<file path="src/rtl/mem_burst_ctrl.sv">
// Command-side controller for a 2^AW x DW synchronous-read memory: single-beat writes,
// wrapping read bursts, and a 2-entry output buffer that absorbs the read latency.
module mem_burst_ctrl #(
  parameter int AW = 4,
  parameter int DW = 8
) (
  input  logic          clk,
  input  logic          rst,
  input  logic          cmd_valid,
  output logic          cmd_ready,
  input  logic          cmd_we,
  input  logic [AW-1:0] cmd_adr,
  input  logic [AW-1:0] cmd_len,
  input  logic [DW-1:0] cmd_dat,
  output logic          rd_valid,
  input  logic          rd_ready,
  output logic [DW-1:0] rd_data,
  output logic          rd_last,
  output logic          busy,
  output logic [AW-1:0] adr,
  output logic          we,
  output logic [DW-1:0] dat_w,
  input  logic [DW-1:0] dat_r
);

  typedef enum logic [1:0] {IDLE = 2'd0, READ = 2'd1, DRAIN = 2'd2} state_t;

  state_t        state_r, state_nxt_s;
  logic [AW-1:0] rd_ptr_r, remaining_r;
  logic          inflight_r, inflight_last_r;
  logic [1:0]    fifo_cnt_r;
  logic [DW-1:0] head_data_r, tail_data_r;
  logic          head_last_r, tail_last_r;
  logic          rd_accept_s, pop_s, room_s, issue_s, issue_last_s;
  logic [2:0]    occupancy_s;

  assign rd_valid = (fifo_cnt_r != 2'd0);
  assign rd_data  = head_data_r;
  assign rd_last  = head_last_r;

  // Handshake and beat-issue decisions; occupancy counts buffered plus inflight beats.
  always_comb begin
    rd_accept_s = cmd_valid & cmd_ready & ~cmd_we;
    pop_s       = rd_valid & rd_ready;
    occupancy_s = {1'b0, fifo_cnt_r} + {2'b00, inflight_r} - {2'b00, pop_s};
    room_s      = (occupancy_s < 3'd2);
    if (state_r == READ) begin
      issue_s      = room_s;
      issue_last_s = (remaining_r == AW'(1));
    end else begin
      issue_s      = rd_accept_s;
      issue_last_s = (cmd_len == AW'(0));
    end
  end

  // State register.
  always_ff @(posedge clk or negedge rst) begin
    if (!rst) begin
      state_r <= IDLE;
    end else begin
      state_r <= state_nxt_s;
    end
  end

  // Next-state logic.
  always_comb begin
    state_nxt_s = state_r;
    case (state_r)
      IDLE: begin
        if (rd_accept_s) begin
          state_nxt_s = (cmd_len != AW'(0)) ? READ : DRAIN;
        end else begin
          state_nxt_s = IDLE;
        end
      end
      READ: begin
        if (issue_s && issue_last_s) begin
          state_nxt_s = DRAIN;
        end else begin
          state_nxt_s = READ;
        end
      end
      DRAIN: begin
        if (!inflight_r && ((fifo_cnt_r == 2'd1 && pop_s) || fifo_cnt_r == 2'd0)) begin
          state_nxt_s = IDLE;
        end else begin
          state_nxt_s = DRAIN;
        end
      end
      default: state_nxt_s = IDLE;
    endcase
  end

  // Command handshake and memory port; writes go straight through in IDLE.
  always_comb begin
    cmd_ready = 1'b0;
    busy      = 1'b1;
    adr       = rd_ptr_r;
    we        = 1'b0;
    dat_w     = cmd_dat;
    case (state_r)
      IDLE: begin
        cmd_ready = rst;
        busy      = 1'b0;
        adr       = cmd_adr;
        we        = cmd_valid & rst & cmd_we;
      end
      READ, DRAIN: begin
        busy = 1'b1;
      end
      default: begin
        busy = 1'b1;
      end
    endcase
  end

  // Burst pointer, beat counter and the one-cycle memory latency stage.
  always_ff @(posedge clk or negedge rst) begin
    if (!rst) begin
      rd_ptr_r        <= {AW{1'b0}};
      remaining_r     <= {AW{1'b0}};
      inflight_r      <= 1'b0;
      inflight_last_r <= 1'b0;
    end else begin
      inflight_r      <= issue_s;
      inflight_last_r <= issue_s & issue_last_s;
      if (rd_accept_s) begin
        rd_ptr_r    <= cmd_adr + AW'(1);
        remaining_r <= cmd_len;
      end else if (state_r == READ && issue_s) begin
        rd_ptr_r    <= rd_ptr_r + AW'(1);
        remaining_r <= remaining_r - AW'(1);
      end else begin
        rd_ptr_r    <= rd_ptr_r;
        remaining_r <= remaining_r;
      end
    end
  end

  // Two-entry output FIFO; head feeds the read stream.
  always_ff @(posedge clk or negedge rst) begin
    if (!rst) begin
      fifo_cnt_r  <= 2'd0;
      head_data_r <= {DW{1'b0}};
      tail_data_r <= {DW{1'b0}};
      head_last_r <= 1'b0;
      tail_last_r <= 1'b0;
    end else begin
      case ({inflight_r, pop_s})
        2'b10: begin
          if (fifo_cnt_r == 2'd0) begin
            head_data_r <= dat_r;
            head_last_r <= inflight_last_r;
          end else begin
            tail_data_r <= dat_r;
            tail_last_r <= inflight_last_r;
          end
          fifo_cnt_r <= fifo_cnt_r + 2'd1;
        end
        2'b01: begin
          head_data_r <= tail_data_r;
          head_last_r <= tail_last_r;
          fifo_cnt_r  <= fifo_cnt_r - 2'd1;
        end
        2'b11: begin
          if (fifo_cnt_r == 2'd1) begin
            head_data_r <= dat_r;
            head_last_r <= inflight_last_r;
          end else begin
            head_data_r <= tail_data_r;
            head_last_r <= tail_last_r;
            tail_data_r <= dat_r;
            tail_last_r <= inflight_last_r;
          end
        end
        default: begin
          fifo_cnt_r <= fifo_cnt_r;
        end
      endcase
    end
  end

endmodule

</file>
<file path="config.mk">
export PLATFORM = sky130hd
export DESIGN_NAME = mem_burst_ctrl
export DESIGN_NICKNAME = d
export VERILOG_FILES = /design/src/rtl/mem_burst_ctrl.sv
export SDC_FILE = /design/constraint.sdc
export NUM_CORES = 1
export LEC_CHECK = 0
export CORE_UTILIZATION = 35
export CTS_CLUSTER_DIAMETER = 40
export DETAILED_ROUTE_END_ITERATION = 6
export GPL_ROUTABILITY_DRIVEN = 0
export SYNTH_ARGS = -nofsm -noshare
export SYNTH_HDL_FRONTEND = slang
export SYNTH_SLANG_ARGS = --single-unit
</file>
<file path="constraint.sdc">
create_clock -name clk -period 7.6 [get_ports clk]
set_input_delay 1.52 -clock clk [delete_from_list [all_inputs] [get_ports clk]]
set_output_delay 1.52 -clock clk [all_outputs]
set_load 0.02 [all_outputs]
</file>
-- Word-level counts from Yosys, hierarchy flattened
Index checks and enable logic that the tools add are counted.
- register bits after elaboration: 32
- bits of input ports: 29
- output and inout port bits: 25
- logic and storage cells: 80
- $add $sub $neg: 7
- magnitude comparators: 1
- eq/ne operators: 10
- multiplexer cells: 28
- bitwise logic cells: 7
- reductions and logical operators: 17
- operators with widths (operator ; count):
    8-bit 2-to-1 mux ; 4
    8-bit one-hot mux with 3 select lines ; 1
    4-bit 2-to-1 mux ; 5
    8-bit one-hot mux with 2 select lines ; 1
    1-bit 2-to-1 mux ; 9
    4-bit by 1-bit adder with 4-bit output (second input constant) ; 2
    2-bit 2-to-1 mux ; 4
    2-bit nonzero test ; 4
    1-bit bitwise AND ; 6
    2-bit by 1-bit == test with 1-bit output (second input constant) ; 3
    2-bit == test (second input constant) ; 3
    2-bit inequality test (second input constant) ; 3
    2-bit one-hot mux with 3 select lines ; 1
    4-bit by 1-bit == test with 1-bit output (second input constant) ; 1
    1-bit logical AND ; 4
    2-bit zero test ; 2
    4-bit zero test ; 1
    2-bit one-hot mux with 2 select lines ; 1
    4-bit nonzero test ; 1
    4-bit by 1-bit subtractor with 4-bit output (second input constant) ; 1
    2-bit by 1-bit adder with 3-bit output ; 1
    3-bit by 2-bit < comparator with 1-bit output (second input constant) ; 1
    1-bit one-hot mux with 3 select lines ; 1
    3-bit AND reduction ; 1
    9 further kinds ; 9

-- Depth between registers and ports, before layout
Gate-level depths: netlist (run 1).
- depth after elaboration: 8
- gate-level depth with buffers: 10

-- Worst setup path before layout (run 1)
No wires, ideal clock.
- path kind: input to output
- from: input rst
- to: output we
- arrival time: 2.045 ns
- setup slack: 4.035 ns
- cell stages on the path: 2
- buffers on the path: 0
- cells stage by stage: and2_1 -> and3_1
- longest elaborated chain between the ends: 3
- RTL lines (item ; line ; text):
    from (decl) ; 8 ; input logic rst,
    1-bit bitwise AND (2 in series) ; 106 ; we = cmd_valid & rst & cmd_we;
    1-bit 2-to-1 mux ; 101 ; case (state_r)
    to (decl) ; 21 ; output logic we,
Every way passes these cells.

-- Final worst setup path (run 1)
Ends and elaborated chain as after synthesis.

==> results of run 1 <==
==> cells in the mapped netlist <==
master      n  area (um2)
o21ai_1     1        5.00
fa_1        1        20.0
mux2i_1    11         110
dfrtp_1    32         801
or3_1       1        6.26
and3_1      1        6.26
mux2_4      1        15.0
nand3b_1    1        7.51
buf_2       3        15.0
nor2b_1     2        12.5
o21a_1      1        7.51
or3b_1      1        8.76
xnor2_1     4        35.0
nand4b_4    1        23.8
nor3b_1     1        7.51
nor4_1      1        6.26
ha_1        5        62.6
nand2b_1    1        6.26
xor2_1      3        26.3
nor2_4      1        11.3
nor3_1      2        10.0
nor2_2      1        6.26
buf_4       8        60.1
nand2_1    21        78.8
o21bai_1    1        7.51
nand3_1     2        10.0
xor2_2      1        16.3
a21oi_1     7        35.0
or3b_2      1        8.76
mux2_2     15         169
o221ai_1    1        8.76
or2_2       1        6.26
a221o_1     1        10.0
o2bb2ai_1   1        8.76
and4b_1     1        10.0
and2_1      1        6.26
inv_1       7        26.3
o21ai_0    14        70.1
nor2_1      6        22.5
==> metal layers <==
metal  wire length (um)  part of all wire
met5                  0                 0
met4                 36             0.010
met3                195             0.055
met2               1730              0.49
met1               1560              0.44
==> power groups by stage <==
stage / Clock (mW) / Combinational [mW] / Sequential, mW
6_report: 0.132 / 0.479 / 0.309
3_5_place_dp: 0 / 0.484 / 0.312
4_1_cts: 0.138 / 0.489 / 0.310
2_1_floorplan: 0 / 0.314 / 0.322
5_1_grt: 0.146 / 0.532 / 0.321
3_3_place_gp: 0 / 0.470 / 0.306
==> per-stage QoR <==
step	setup slack (ps)	hold WS, ps	cell area (um2)	instances
final	2750	485	2240	267
after global routing	2610	506	2240	267
after CTS	2710	490	2240	267
after detailed placement	2720	476	2150	259
after global placement	2730	462	2150	259
after floorplan	4030	479	1760	165
==> state kept, by name, indices dropped and copies added (netlist names) <==
register         flops
inflight_r           1
rd_data              8
fifo_cnt_r           2
inflight_last_r      1
tail_last_r          1
state_r              2
rd_last              1
tail_data_r          8
remaining_r          4
rd_ptr_r             4
==> kinds of logic after synthesis <==
| logic type | Yosys count | share of synthesized area |
|---|---|---|
| buffers and inverters | 18 | 0.0574 |
| adders and majority gates | 6 | 0.0468 |
| AOI/OAI and AO/OA | 27 | 0.0865 |
| and+or+nand+nor | 47 | 0.145 |
| xor gates and xnor gates | 8 | 0.0440 |
| muxes | 27 | 0.167 |
| DFF | 32 | 0.454 |
==> area by class of cell <==
type                    count  area, um2  area share
clock buffers               6       82.6      0.0368
clock inverters             2       10.0     0.00446
inverters                   7       26.3      0.0117
repair buffers             38        378       0.168
flip-flops and latches     32        801       0.357
multi-input cells         115        862       0.384
well taps                  67       83.8      0.0374
==> final timing paths <==
check                                          start  slack [ps]                         end  cells past startpoint
max in group asynchronous                        rst        5630   fifo_cnt_r[0]$_DFFE_PN0P_                      2
setup reg to reg           fifo_cnt_r[1]$_DFFE_PN0P_        4500     rd_ptr_r[1]$_DFFE_PN0P_                     10
hold / removal                rd_data[6]$_DFFE_PN0P_         490      rd_data[6]$_DFFE_PN0P_                      2
setup / recovery                                 rst        2750                          we                      5
hold reg to reg               rd_data[6]$_DFFE_PN0P_         490      rd_data[6]$_DFFE_PN0P_                      2
min in group asynchronous                        rst        1660  tail_data_r[6]$_DFFE_PN0P_                      2
==> worst min-delay path, stage by stage (launching register included) <==
cell	delay, ps
dfrtp_1	340
nand2_1	40
o21ai_0	60
==> placed cells by master, fill, tap and decap left out, types with 2 or more instances in the layout <==
master           Yosys  final
clkdlybuf4s50_1      0     37
dfrtp_1             32     32
nand2_1             21     21
mux2_2              15     15
o21ai_0             14     14
mux2i_1             11     11
inv_1                7      7
a21oi_1              7      7
nor2_1               6      6
clkbuf_8             0      6
ha_1                 5      5
xnor2_1              4      4
xor2_1               3      3
nor2b_1              2      2
nand3_1              2      2
nor3_1               2      2
clkinv_2             0      2
==> impl_metrics.yaml, run 1 <==
routing:
  dr.pass1.iters: 4
  drt-wirelength-per-cell_um: 13.2
  final_antenna_net_count: 0
  via_per_inst: 4.73
  drt_iter0_drc: 40
  drc_errors: 0
  totalWireLength_mm: 3.52
  num_vias: 1264
status:
  status: "finished clean"
critical_path:
  cp_num_buf_inv: 3
  crit_path_start_kind: "input port"
  path_class: "in -> out"
  slowest_stage: "clkdlybuf4s50_1"
  crit_family: "buffers and inverters"
  endpoint_kind: "primary output"
  crit_chain: "clkdlybuf4s50_1, buf_4, and2_1, and3_1, clkdlybuf4s50_1"
  worstPathRequired_ps: 6080
  cpMostUsedCell: "clkdlybuf4s50_1"
  arrival_ps: 3330
  crit_fanout: 35
  cpPeakStageDelay_ps: 590
floorplanning:
  die_height_um: 73.0
  start_util: 0.369
  row_count: 25
  fp.coreArea_um2: 4790
  die_area_um2: 5330
  die_x_um: 73.0
  num_io_pins: 54
finish:
  antenna_cells: 0
  fill_cells: 465
  final_core_util: 0.469
  drive_gt1_frac: 0.155
  syn_to_final_growth_pct: 27.2
  nets: 234
sta:
  min_period_ps: 4850
  setup_viol: 0
  rsz0062_at_grt: "no"
  clock-skew-final_ps: 6.56
  finalCritPeriodShare: 0.638
  hold_viol: 0
  fin_tns_setup_ps: 0
  slew_viol_final: 0
  fmax_ghz: 0.206
  slew_headroom: 0.214
  worstMarginPinSlew_ps: 1180
clocking:
  clock_latency_ps: 280
  ctsRootBufferMaster: "clkbuf_8"
  clk_pin_slew_ps: 60
  htree_levels: 2
  numCtsBuffers: 5
  post_cts_buffers: 0
  holdBufCountCts: 0
  cts_sinks: 32
  cts.path.max_buffers: 2
  post_cts_resized: 0
  cts_tree: "built"
grt:
  grt_pass1_wl_mm: 6.04
  grt_overflow: 0
  grt.met3_usage: 0.0456
  grt_busiest_layer: "met2"
  met2_usage: 0.259
  grt_antenna_before_repair: 0
  first_global_vias: 1294
  grt_use_total: 0.149
  grt_use_met1: 0.179
  grt_max_degree: 36
power_and_ir_drop:
  power_uw: 921
  vdd_drop_max_v: 0.000143
  clkPwrFrac: 0.143
  power.density_nw_per_um2: 410
  switchingPower_uw: 361
  swShare: 0.393
  p_int_uw: 559
  seqPwrFrac: 0.336
  p_comb_frac: 0.521
  leakagePower_nw: 0.989
yosys:
  syn_area_um2: 1760
  synthCells: 165
  syn_area_per_cell_um2: 10.7
  ys_warn_count: 0
  synth_fp_nets: 200
  synthDistinctLibCells: 39
  seq_area_frac_synth: 0.454
  synth.ff_latch_count: 32
placement:
  io_buffers: 37
  dpl.hpwl_mm: 2.57
hold_path:
  hold_class: "reg -> reg"
run:
  cap_violations: 0
Power figures use the tool's default switching activity.
==> inputs of run 2 (changes only) <==
==> constraint.sdc (replaced) <==
create_clock -name clk -period 5 [get_ports clk]
set_input_delay 1 -clock clk [delete_from_list [all_inputs] [get_ports clk]]
set_output_delay 1 -clock clk [all_outputs]
set_load 0.02 [all_outputs]
==> run 2 against run 1 <==
Against the previous run: first-iteration DRC count decreased by 20%; final cell count unchanged; worst setup slack got worse by 1100 ps; sequential power increased by 51%; non-clock buffer count unchanged; clock skew decreased by 1.3 ps; largest power group unchanged.
==> impl_metrics.yaml, run 2 (synthesis gave the netlist of run 1 again) <==
critical_path:
  worstPathRequired_ps: 4000
  crit_chain: "clkdlybuf4s50_1, and2_1, and3_1, clkdlybuf4s50_1"
  slowest_stage: "clkdlybuf4s50_1"
  crit_start: "rst"
  ff2ff_setup_slack_ps: 1900
  endpoint_kind: "primary output"
  path_class: "in -> out"
  arrival_ps: 2390
  cpMostUsedCell: "clkdlybuf4s50_1"
  crit_path_start_kind: "input port"
  crit_fanout: 2
  timing.rr.start: "fifo_cnt_r[1]$_DFFE_PN0P_"
  cpPeakStageDelay_ps: 590
finish:
  multi_input_area_um2: 862
  syn_to_final_growth_pct: 28.2
  fill_cells: 464
  antenna_cells: 0
  final_cell_mix: "clkdlybuf4s50_1, dfrtp_1, nand2_1"
  drive_gt1_frac: 0.155
  final_common_cell: "clkdlybuf4s50_1"
  nets: 234
  seq_area_um2: 801
  final_core_util: 0.473
routing:
  num_vias: 1268
  drt-wirelength-per-cell_um: 13.3
  final_antenna_net_count: 0
  via_per_inst: 4.75
  drc_errors: 0
  totalWireLength_mm: 3.55
  dr.pass1.iters: 4
  drt_iter0_drc: 32
grt:
  grt_pass1_wl_mm: 5.93
  grt_overflow: 0
  grt_max_degree: 35
  grt_antenna_before_repair: 0
  first_global_vias: 1331
  grt_use_total: 0.149
clocking:
  clk_pin_slew_ps: 70
  holdBufCountCts: 0
  post_cts_resized: 0
  ctsRootBufferMaster: "clkbuf_8"
  clock_latency_ps: 280
  cts_sinks: 32
  cts.path.max_buffers: 2
  htree_levels: 2
  numCtsBuffers: 5
  post_cts_buffers: 0
  cts_tree: "built"
floorplanning:
  start_util: 0.369
  num_io_pins: 54
  fp.coreArea_um2: 4790
  die_area_um2: 5330
  die_height_um: 73.0
  die_x_um: 73.0
  row_count: 25
sta:
  worst_slack_ps: 1610
  finalCritPeriodShare: 0.677
  rsz0062_at_grt: "no"
  setup_viol: 0
  clock-skew-final_ps: 5.30
  slew_headroom: 0.205
  fmax_ghz: 0.295
  worstMarginPinSlew_ps: 1190
  fin_tns_setup_ps: 0
  hold_viol: 0
  slew_viol_final: 0
  min_period_ps: 3390
power_and_ir_drop:
  power_mw: 1.44
  seqPwrFrac: 0.324
  swShare: 0.385
  switchingPower_uw: 555
  leakagePower_nw: 0.992
  p_int_uw: 886
  clkPwrFrac: 0.173
  p_comb_frac: 0.502
  vdd_drop_max_v: 0.000304
  power.density_nw_per_um2: 637
placement:
  io_buffers: 37
  dpl.hpwl_mm: 2.51
  place_ws_ps: 1320
run:
  cap_violations: 0
hold_path:
  hold_class: "reg -> reg"
  min_from: "rd_data[7]$_DFFE_PN0P_"
status:
  status: "finished clean"
run 2: layer usage:
layer	vias to the layer above	GRT usage	wire length, um
met4	0	0.0479	22
met2	35	0.252	1690
met3	4	0.0456	188
met1	603	0.179	1660
met5	-	0	0
li1	626	-	-
run 2: area by class of cell:
| cell class | instances | area share |
|---|---|---|
| multi-input combinational | 115 | 0.381 |
| sequential | 32 | 0.354 |
| timing repair buffer | 38 | 0.167 |
| tap | 67 | 0.0371 |
| clock buffer | 5 | 0.0304 |
| clock inverter | 3 | 0.0188 |
| inverter | 7 | 0.0116 |
run 2: worst paths after layout:
check	end	depth (start not counted)
worst max-delay path	we	4
worst min-delay path	rd_data[7]$_DFFE_PN0P_	2
worst max register to register	rd_ptr_r[1]$_DFFE_PN0P_	10
worst min register to register	rd_data[7]$_DFFE_PN0P_	2
max in group asynchronous	remaining_r[0]$_DFFE_PN0P_	2
min in group asynchronous	fifo_cnt_r[0]$_DFFE_PN0P_	2
run 2: worst max-delay path, delay by kind of cell:
| family | cells | cell delay, ps |
|---|---|---|
| buffers and inverters | 2 | 1080 |
| AND/OR/NAND/NOR | 2 | 300 |
run 2: stage by stage:
stage,hold slack (ps),instance area (um2),cells
final,477,2260,267
after global routing,503,2260,267
after CTS,486,2260,267
after detailed placement,470,2150,259
after global placement,461,2150,259
after floorplan,479,1760,165
run 2: power groups by stage:
stage	logic, mW	clock network [mW]	registers [mW]
floorplan	0.477	0	0.489
global placement	0.710	0	0.466
detailed placement	0.732	0	0.473
CTS	0.738	0.260	0.468
global route	0.804	0.272	0.484
finish	0.724	0.250	0.468
